**src/rtl/gcm_tag_gen.sv**
```systemverilog
// gcm_tag_gen: GCM tag sequencer around an external GHASH multiply stage.
// Absorbs AAD/ciphertext blocks (zero-padding partial blocks), tracks the
// AAD and ciphertext bit lengths, hashes the final length block and XORs
// the result with E(K,J0) to form the authentication tag.
// Optional build macro: GCM_TAG_ORDER_CHECK_EN adds a sticky err flag that
// is raised when an AAD block follows a ciphertext block in one message.
module gcm_tag_gen #(
    parameter int GHASH_BITS = 128
) (
    input  logic                  clk,
    input  logic                  reset,
    input  logic                  start,
    input  logic                  blk_valid,
    output logic                  blk_ready,
    input  logic [GHASH_BITS-1:0] blk_data,
    input  logic                  blk_is_aad,
    input  logic [4:0]            blk_bytes,
    input  logic                  finish,
    input  logic [GHASH_BITS-1:0] ej0,
    output logic                  gh_en,
    output logic [GHASH_BITS-1:0] gh_g_prev,
    output logic [GHASH_BITS-1:0] gh_data,
    input  logic [GHASH_BITS-1:0] gh_result,
    input  logic                  gh_done,
    output logic [GHASH_BITS-1:0] tag,
    output logic                  tag_valid,
    output logic                  busy,
    output logic                  err
);

    localparam int BYTES_PER_BLK = GHASH_BITS / 8;

    typedef enum logic [2:0] {
        IDLE     = 3'd0,
        ABSORB   = 3'd1,
        HASH     = 3'd2,
        LEN      = 3'd3,
        LEN_WAIT = 3'd4,
        DONE     = 3'd5
    } state_t;

    state_t state_reg;
    state_t state_next;

    logic [GHASH_BITS-1:0] hash_acc_reg;
    logic [GHASH_BITS-1:0] ej0_reg;
    logic [63:0]           aad_bits_reg;
    logic [63:0]           ct_bits_reg;
    logic                  gh_en_reg;
    logic [GHASH_BITS-1:0] gh_g_prev_reg;
    logic [GHASH_BITS-1:0] gh_data_reg;
    logic [GHASH_BITS-1:0] tag_reg;
    logic                  tag_valid_reg;

    // Handshake qualifiers. start overrides every other input in the cycle
    // it is seen, so none of these fire alongside it.
    logic blk_accept;
    logic fin_accept;
    logic hash_done;
    logic len_done;

    assign blk_accept = (state_reg == ABSORB) && blk_valid && !start;
    assign fin_accept = (state_reg == ABSORB) && finish && !blk_valid && !start;
    assign hash_done  = (state_reg == HASH) && gh_done && !start;
    assign len_done   = (state_reg == LEN_WAIT) && gh_done && !start;

    // Effective byte count: 0 and anything above a full block mean "full".
    logic [4:0] eff_bytes;
    assign eff_bytes = ((blk_bytes == 5'd0) || (blk_bytes > 5'(BYTES_PER_BLK)))
                       ? 5'(BYTES_PER_BLK) : blk_bytes;

    // Bit count of the accepted block, zero-extended to the counter width.
    logic [63:0] blk_bits;
    assign blk_bits = {56'd0, eff_bytes, 3'b000};

    // Byte 0 sits in the top byte lane; lanes at or past eff_bytes are zeroed.
    logic [GHASH_BITS-1:0] padded_data;
    genvar gi;
    generate
        for (gi = 0; gi < BYTES_PER_BLK; gi = gi + 1) begin : g_pad
            assign padded_data[GHASH_BITS-1-8*gi -: 8] =
                (eff_bytes > 5'(gi)) ? blk_data[GHASH_BITS-1-8*gi -: 8] : 8'h00;
        end
    endgenerate

    // Length block in the order the GHASH stage expects: AAD length first.
    logic [GHASH_BITS-1:0] len_block;
    assign len_block = {aad_bits_reg, ct_bits_reg};

    // State register.
    always_ff @(posedge clk) begin
        if (reset) begin
            state_reg <= IDLE;
        end else begin
            state_reg <= state_next;
        end
    end

    // Next-state logic; start forces a fresh message from any state.
    always_comb begin
        state_next = state_reg;
        case (state_reg)
            IDLE: begin
                state_next = IDLE;
            end
            ABSORB: begin
                if (blk_accept) begin
                    state_next = HASH;
                end else if (fin_accept) begin
                    state_next = LEN;
                end
            end
            HASH: begin
                if (gh_done) begin
                    state_next = ABSORB;
                end
            end
            LEN: begin
                state_next = LEN_WAIT;
            end
            LEN_WAIT: begin
                if (gh_done) begin
                    state_next = DONE;
                end
            end
            DONE: begin
                state_next = IDLE;
            end
            default: begin
                state_next = IDLE;
            end
        endcase
        if (start) begin
            state_next = ABSORB;
        end
    end

    // Running hash: cleared per message, updated only by a block result.
    always_ff @(posedge clk) begin
        if (reset || start) begin
            hash_acc_reg <= '0;
        end else if (hash_done) begin
            hash_acc_reg <= gh_result;
        end
    end

    // AAD / ciphertext bit counters, wrapping naturally at 64 bits.
    always_ff @(posedge clk) begin
        if (reset || start) begin
            aad_bits_reg <= '0;
            ct_bits_reg  <= '0;
        end else if (blk_accept) begin
            if (blk_is_aad) begin
                aad_bits_reg <= aad_bits_reg + blk_bits;
            end else begin
                ct_bits_reg <= ct_bits_reg + blk_bits;
            end
        end
    end

    // GHASH request: one-cycle gh_en, operands held until the next request.
    always_ff @(posedge clk) begin
        if (reset) begin
            gh_en_reg     <= 1'b0;
            gh_g_prev_reg <= '0;
            gh_data_reg   <= '0;
        end else begin
            gh_en_reg <= 1'b0;
            if (blk_accept) begin
                gh_en_reg     <= 1'b1;
                gh_g_prev_reg <= hash_acc_reg;
                gh_data_reg   <= padded_data;
            end else if (fin_accept) begin
                gh_en_reg     <= 1'b1;
                gh_g_prev_reg <= hash_acc_reg;
                gh_data_reg   <= len_block;
            end
        end
    end

    // E(K,J0) is captured with finish so the caller may change ej0 afterwards.
    always_ff @(posedge clk) begin
        if (reset) begin
            ej0_reg <= '0;
        end else if (fin_accept) begin
            ej0_reg <= ej0;
        end
    end

    // Tag register and its one-cycle valid strobe; tag holds between messages.
    always_ff @(posedge clk) begin
        if (reset) begin
            tag_reg       <= '0;
            tag_valid_reg <= 1'b0;
        end else begin
            tag_valid_reg <= 1'b0;
            if (len_done) begin
                tag_reg       <= gh_result ^ ej0_reg;
                tag_valid_reg <= 1'b1;
            end
        end
    end

`ifdef GCM_TAG_ORDER_CHECK_EN
    logic seen_ct_reg;
    logic err_reg;

    // Order check: any AAD block after a ciphertext block sets a sticky error;
    // the block itself is still hashed normally.
    always_ff @(posedge clk) begin
        if (reset || start) begin
            seen_ct_reg <= 1'b0;
            err_reg     <= 1'b0;
        end else if (blk_accept) begin
            if (!blk_is_aad) begin
                seen_ct_reg <= 1'b1;
            end else if (seen_ct_reg) begin
                err_reg <= 1'b1;
            end
        end
    end

    assign err = err_reg;
`else
    assign err = 1'b0;
`endif

    assign blk_ready = (state_reg == ABSORB);
    assign busy      = (state_reg != IDLE);
    assign gh_en     = gh_en_reg;
    assign gh_g_prev = gh_g_prev_reg;
    assign gh_data   = gh_data_reg;
    assign tag       = tag_reg;
    assign tag_valid = tag_valid_reg;

endmodule

```
**config.mk**
```make
export PLATFORM = sky130hd
export DESIGN_NAME = gcm_tag_gen
export DESIGN_NICKNAME = d
export VERILOG_FILES = /design/src/rtl/gcm_tag_gen.sv
export SDC_FILE = /design/constraint.sdc
export NUM_CORES = 2
export LEC_CHECK = 0
export CORE_AREA = 2 2 307 309
export CTS_BUF_LIST = sky130_fd_sc_hd__clkbuf_8 sky130_fd_sc_hd__clkbuf_16
export DETAILED_ROUTE_END_ITERATION = 6
export DIE_AREA = 0 0 309 311
export GPL_TIMING_DRIVEN = 1
export RECOVER_POWER = 50
export SKIP_CTS_REPAIR_TIMING = 1
export SLEW_MARGIN = 40
export SYNTH_ARGS = -nofsm -noshare
export SYNTH_HDL_FRONTEND = slang
export SYNTH_SLANG_ARGS = --single-unit
```
**constraint.sdc**
```tcl
create_clock -name clk -period 12.7 [get_ports clk]
set_clock_uncertainty 0.2 [all_clocks]
set_input_delay 2.54 -clock clk [delete_from_list [all_inputs] [get_ports clk]]
set_output_delay 2.54 -clock clk [all_outputs]
set_load 0.01 [all_outputs]
```
======== Yosys cells after proc, flatten, opt, wreduce, memory -nomap -nowiden ========
Cells that the tools add are included.
cells by class
  bitwise gates (word level) .............. 2
  mux-type cells .......................... 30
  equality and inequality tests ........... 10
  $lt $le $gt $ge ......................... 17
  reduce and logical (&&, ||, !) cells .... 21
  add/sub/neg operators ................... 2
operators with widths
  cell                                                 count
  2-to-1 mux 128 bit                                   4
  adder 64 x 8 -> 64 bit                               2
  2-to-1 mux 8 bit                                     16
  bitwise XOR 128 bit                                  1
  > comparator 5 x 4 -> 1 bit (second input constant)  8
  > comparator 5 x 3 -> 1 bit (second input constant)  4
  2-to-1 mux 3 bit                                     4
  one-hot mux 3 bit (4 select lines)                   1
  > comparator 5 x 1 -> 1 bit (second input constant)  2
  > comparator 5 x 2 -> 1 bit (second input constant)  2
  logical AND 1 bit                                    9
  == test 3 x 2 -> 1 bit (second input constant)       2
  != test 3 bit (second input constant)                2
  AND reduction 3 bit                                  2
  > comparator 5 bit (second input constant)           1
  zero test 5 bit                                      1
  2-to-1 mux 5 bit                                     1
  2-to-1 mux 1 bit                                     4
  != test 2 bit (second input constant)                2
  != test 4 x 2 -> 1 bit (second input constant)       1
  AND reduction 2 bit                                  2
  == test 3 x 1 -> 1 bit (second input constant)       1
  == test 3 bit (second input constant)                1
  != test 3 x 1 -> 1 bit (second input constant)       1
  other kinds (6)                                      8
storage, ports and cells
  output and inout bits ................... 389
  bits in registers ....................... 773
  input port bits ......................... 396

======== Longest topological paths before layout ========
  depth after elaboration ................. 8
  depth in mapped cells ................... 17
  depth with buffers taken out ............ 11

======== Worst setup path before layout ========
No wires, ideal clock.
  path type ............................... input to register
  from .................................... input blk_bytes[2]
  to ...................................... register ct_bits_reg[63]
  data arrival time ....................... 6.065 ns
  setup slack ............................. 6.365 ns
  stages on the path ...................... 16
  buffers on the path ..................... 5
  cells stage by stage .................... buf_2 clkbuf_1 nor2_1 nand2_1 ha_1 clkbuf_1 clkbuf_1 nor2b_1 ha_1 ha_1 a21oi_1 o311a_1 clkbuf_1 or4_4 or4_1 a21oi_1
between the ends
  cells in the longest elaborated chain, start to end .. 4
  elaborated cells on any way between the ends .. 5
ends and longest elaborated chain
  what                                                   RTL line  text
  start, declared                                        17        input logic [4:0] blk_bytes,
  > comparator 5 bit or zero test 5 bit (tied branches)  69        assign eff_bytes = ((blk_bytes == 5'd0) || (blk_bytes > 5'(BYTES_PER_BLK)))
  logical OR 1 bit                                       69
  2-to-1 mux 5 bit *                                     70        ? 5'(BYTES_PER_BLK) : blk_bytes;
  adder 64 x 8 -> 64 bit *                               156       ct_bits_reg <= ct_bits_reg + blk_bits;
  end signal, assigned                                   156
  end, declared                                          48        logic [63:0] ct_bits_reg;
Every way passes the cells marked *; elsewhere a longest branch is shown, timed or not.
A chain may end at the register's enable or synchronous reset.

======== Final worst setup path ========
  from .................................... input start
  to ...................................... register gh_data_reg[59] (netlist: gh_data[59])
between the ends
  cells in the longest elaborated chain, start to end .. 3
  elaborated cells on any way between the ends .. 5
ends and longest elaborated chain
  what                                                      RTL line  text
  start, declared                                           12        input logic start,
  zero test 1 bit *                                         62, 63
  logical AND 1 bit, on equally long branches               62, 63
  2-to-1 mux 128 bit or nonzero test 2 bit (tied branches)  -
  end signal, assigned                                      172       gh_data_reg <= padded_data;
  end signal, assigned                                      176       gh_data_reg <= len_block;
  end, declared                                             51        logic [GHASH_BITS-1:0] gh_data_reg;
Marks and branches as above.

==> summary.txt <==
Critical path
  – Nature of the critical path startpoint: input pin
  – RR Startpoint: state_reg[2]$_SDFFE_PP0P_
  – R2r endpoint: gh_data[59]$_SDFFE_PP0N_
  – Worst setup path category: input pin to register
  – Endpoint type of the worst setup path: register
  – Start point of the critical path: start
  – Worst EP arrival: 9650 ps
  – Cell count of the worst reg-to-reg path: 6
  – Reg-to-reg setup timing slack: 6090 ps
  – CP required: 13030 ps
  – Crit-path max FO: 79

CTS
  – Later-pin clock latency in the skew report: 650 ps
  – Longest Clk Path Bufs: 3
  – Clk sinks: 767
  – Clock input transition at the sequential cells of the worst setup and hold paths: 60 ps
  – Library cell used as clock root buffer: clkbuf_16
  – Maximum level of the CTS H-tree: 3
  – Total clock buffers created by CTS: 87
  – CTS tree: done

Logic synthesis
  – Netlist area before placement: 0.03055 mm2
  – Synth warnings: 0
  – FFs w/ async S/R, synth: 0%
  – Count of flip-flops with a built-in enable after synthesis: 0
  – Net count after synthesis: 4174
  – Commonest cells in the netlist: 883 x nand2_1, 767 x dfxtp_1, 533 x a21oi_1
  – Synthesized flop and latch total: 767
  – Post-synthesis cell type count: 65
  – Yosys top cell area share: 50.27%
  – Post-synthesis average cell area: 8.100 um2
  – Cells after Synth: 3771
  – Post-synthesis sequential area ratio: 50.27%
  – Dominant cells by area after synthesis: dfxtp_1 50%, nand2_1 11%, a21oi_1 8.7%
  – Most common cell in the netlist: nand2_1
  – Biggest area consumer among synthesized cells: dfxtp_1
  – Post-synth top flop: dfxtp_1

Global routing
  – Congestion Overflow GR: 0
  – Maximum number of pins on one net before global-route repair: 102
  – Met3 routing resource usage after global routing: 5.871%
  – GRT Max-Usage Layer: met2
  – M2 GR Usage: 36.93%
  – Routing usage on met1: 28.63%
  – Gr usage total: 22.87%
  – Number of global-route vias before repair: 27.33k
  – Global-route wire length before repair: 170600 um
  – Number of antenna violations at the first check in global routing: 24

STA
  – Normalized max-slew margin: -197.6%
  – Setup TNS after final layout: 0 ps
  – Number of setup violations in the final report: 0
  – Setup repair after global routing missed its margin: no
  – Time the final worst path needs with I/O delays and setup: 9322 ps
  – Crit share post-route: 73.40%
  – Final count of pins violating max slew: 700
  – Highest clock frequency the design can meet: 107.3 MHz
  – Final hold viol count: 0
  – Worst Tran Pin Value: 4465 ps

Power and ir drop
  – Ratio of total power to cell area: 129.8 mW/mm2
  – Max IR drop VDD: 0.0001005 V
  – Switching power as a share of total power: 23.44%
  – Combinational power share: 7.2%
  – Power Total: 5506 uW
  – Switching power total: 1291 uW
  – Leakage dissipation: 0.01473 uW
  – Portion of total power attributed to the clock network: 48.3%
  – Internal cell power: 4215 uW
  – Sequential fraction of design power: 44.5%

Layout
  – Share of cells above drive strength 1: 4.683%
  – Number of nets in the final layout: 4795
  – Fill count: 9212
  – Final non-filler cell area: 0.04240 mm2
  – Finished Layout Cells: 5735
  – Area Growth Syn to Fin: 38.82%

Hold path
  – Cell count of the worst hold path: 2
  – Hold Path End: gh_g_prev[79]$_SDFFE_PP0N_
  – Worst hold path type: register to register
  – Hold_sp: hash_acc_reg[79]$_SDFFE_PP0P_

Die
  – Die span in x: 309 um
  – Placeable core region: 0.09277 mm2
  – Initial Utilization: 32.93%
  – Die Y-Extent: 311 um
  – IO Count: 785
  – Std-Cell Rows: 112
  – Total Die Area: 0.09610 mm2

Placed design
  – Post-DP HPWL: 77960 um
  – Placed cell area: 0.03935 mm2
  – Placer congestion estimate: 0.8675
  – Inst Count DP: 5555
  – Count of input and output buffers: 783

Routing
  – Total Routed Length: 114100 um
  – Residual antenna-violating net count after detailed routing: 0
  – Pre-antenna DRT Iters: 5
  – Vias post-DR: 29.05k
  – Drt wl/cell: 19.89 um
  – Detailed router's first-iteration violation count: 2098
  – Number of remaining DRC errors: 0
  – Via density per instance: 5.066

Run status
  – Run status: finished with violations
  – Violations in the final reports: max-capacitance violations, max-slew violations

Flow run
  – Max capacitance violation total: 10
-- layout by cell type, fill, tap and decap left out, types with 21 or more instances in the layout --
master	count
a2111oi_0	24
a211oi_1	159
a21oi_1	528
a221oi_1	44
clkbuf_16	88
clkbuf_8	23
clkdlybuf4s50_1	393
dfxtp_1	767
dlygate4sd3_1	389
inv_1	33
nand2_1	883
nand3_1	40
nand4_1	43
nor2_1	378
nor3_1	56
nor4_1	65
o21ai_0	65
or3_1	41
or4_1	21
xnor2_1	162
-- worst max-delay path by stage --
stage	endpoint	cells after the start	slack [ps]
6_report	gh_data[59]$_SDFFE_PP0N_	7	3380
5_1_grt	gh_data[58]$_SDFFE_PP0N_	7	2910
4_1_cts	ct_bits_reg[63]$_SDFFE_PP0P_	12	6120
3_5_place_dp	ct_bits_reg[63]$_SDFFE_PP0P_	12	5410
3_3_place_gp	ct_bits_reg[63]$_SDFFE_PP0P_	12	5500
2_1_floorplan	ct_bits_reg[63]$_SDFFE_PP0P_	16	6360
-- power groups by stage --
stage | clock (uW) | sequential (uW) | combinational, uW
after floorplan | 0 | 2510 | 147
after global placement | 0 | 2500 | 399
after detailed placement | 0 | 2500 | 402
after CTS | 2720 | 2450 | 404
after global routing | 2820 | 2450 | 426
final | 2660 | 2450 | 397
-- per-stage QoR --
step	setup slack [ps]	hold slack (ps)	utilization (%)
after global routing	2907	259.7	45.70
after CTS	6117	248.3	45.69
after floorplan	6365	232.1	-
after global placement	5505	236.5	42.24
after detailed placement	5407	241.9	42.41
final	3378	244.6	45.71
-- cell type report --
class / instances / area [um2] / area share, %
Antenna cell: 18 / 45.04 / 0.1062
Tap cell: 1254 / 1569 / 3.700
Timing Repair Buffer: 825 / 8228 / 19.40
Multi-Input combinational cell: 2694 / 14100 / 33.26
Clock inverter: 49 / 521.8 / 1.230
Inverter: 17 / 63.81 / 0.1505
Clock buffer: 111 / 2519 / 5.940
Sequential cell: 767 / 15350 / 36.21
-- critical path, cell delays in order --
cell           delay, ps
dlygate4sd3_1        520
clkbuf_1             790
nor3_2               220
nand2_1             1440
clkbuf_1            2690
o21ai_0              940
a211oi_1             450
-- cell families (layout without fill, tap and decap cells) --
kind of cell	count (synthesis)	in the layout	share of synthesized area, %
adder cells (fa/ha/maj)	7	7	0.2867
multiplexers	14	14	0.4588
flip-flops	767	767	50.27
buffers and inverters	310	1002	3.945
XOR/XNOR	172	172	4.932
other	1	19	0.01228
AND/OR/NAND/NOR	1592	1592	22.17
AO/OA/AOI/OAI	908	908	17.92
-- layer usage --
metal	vias to the layer above	part of all wire, %
met5	-	0.053
met4	8	3.6
met3	204	7.3
met2	876	47
met1	13670	42
li1	14290	-
Note: power is estimated with default switching activity, not from simulation.
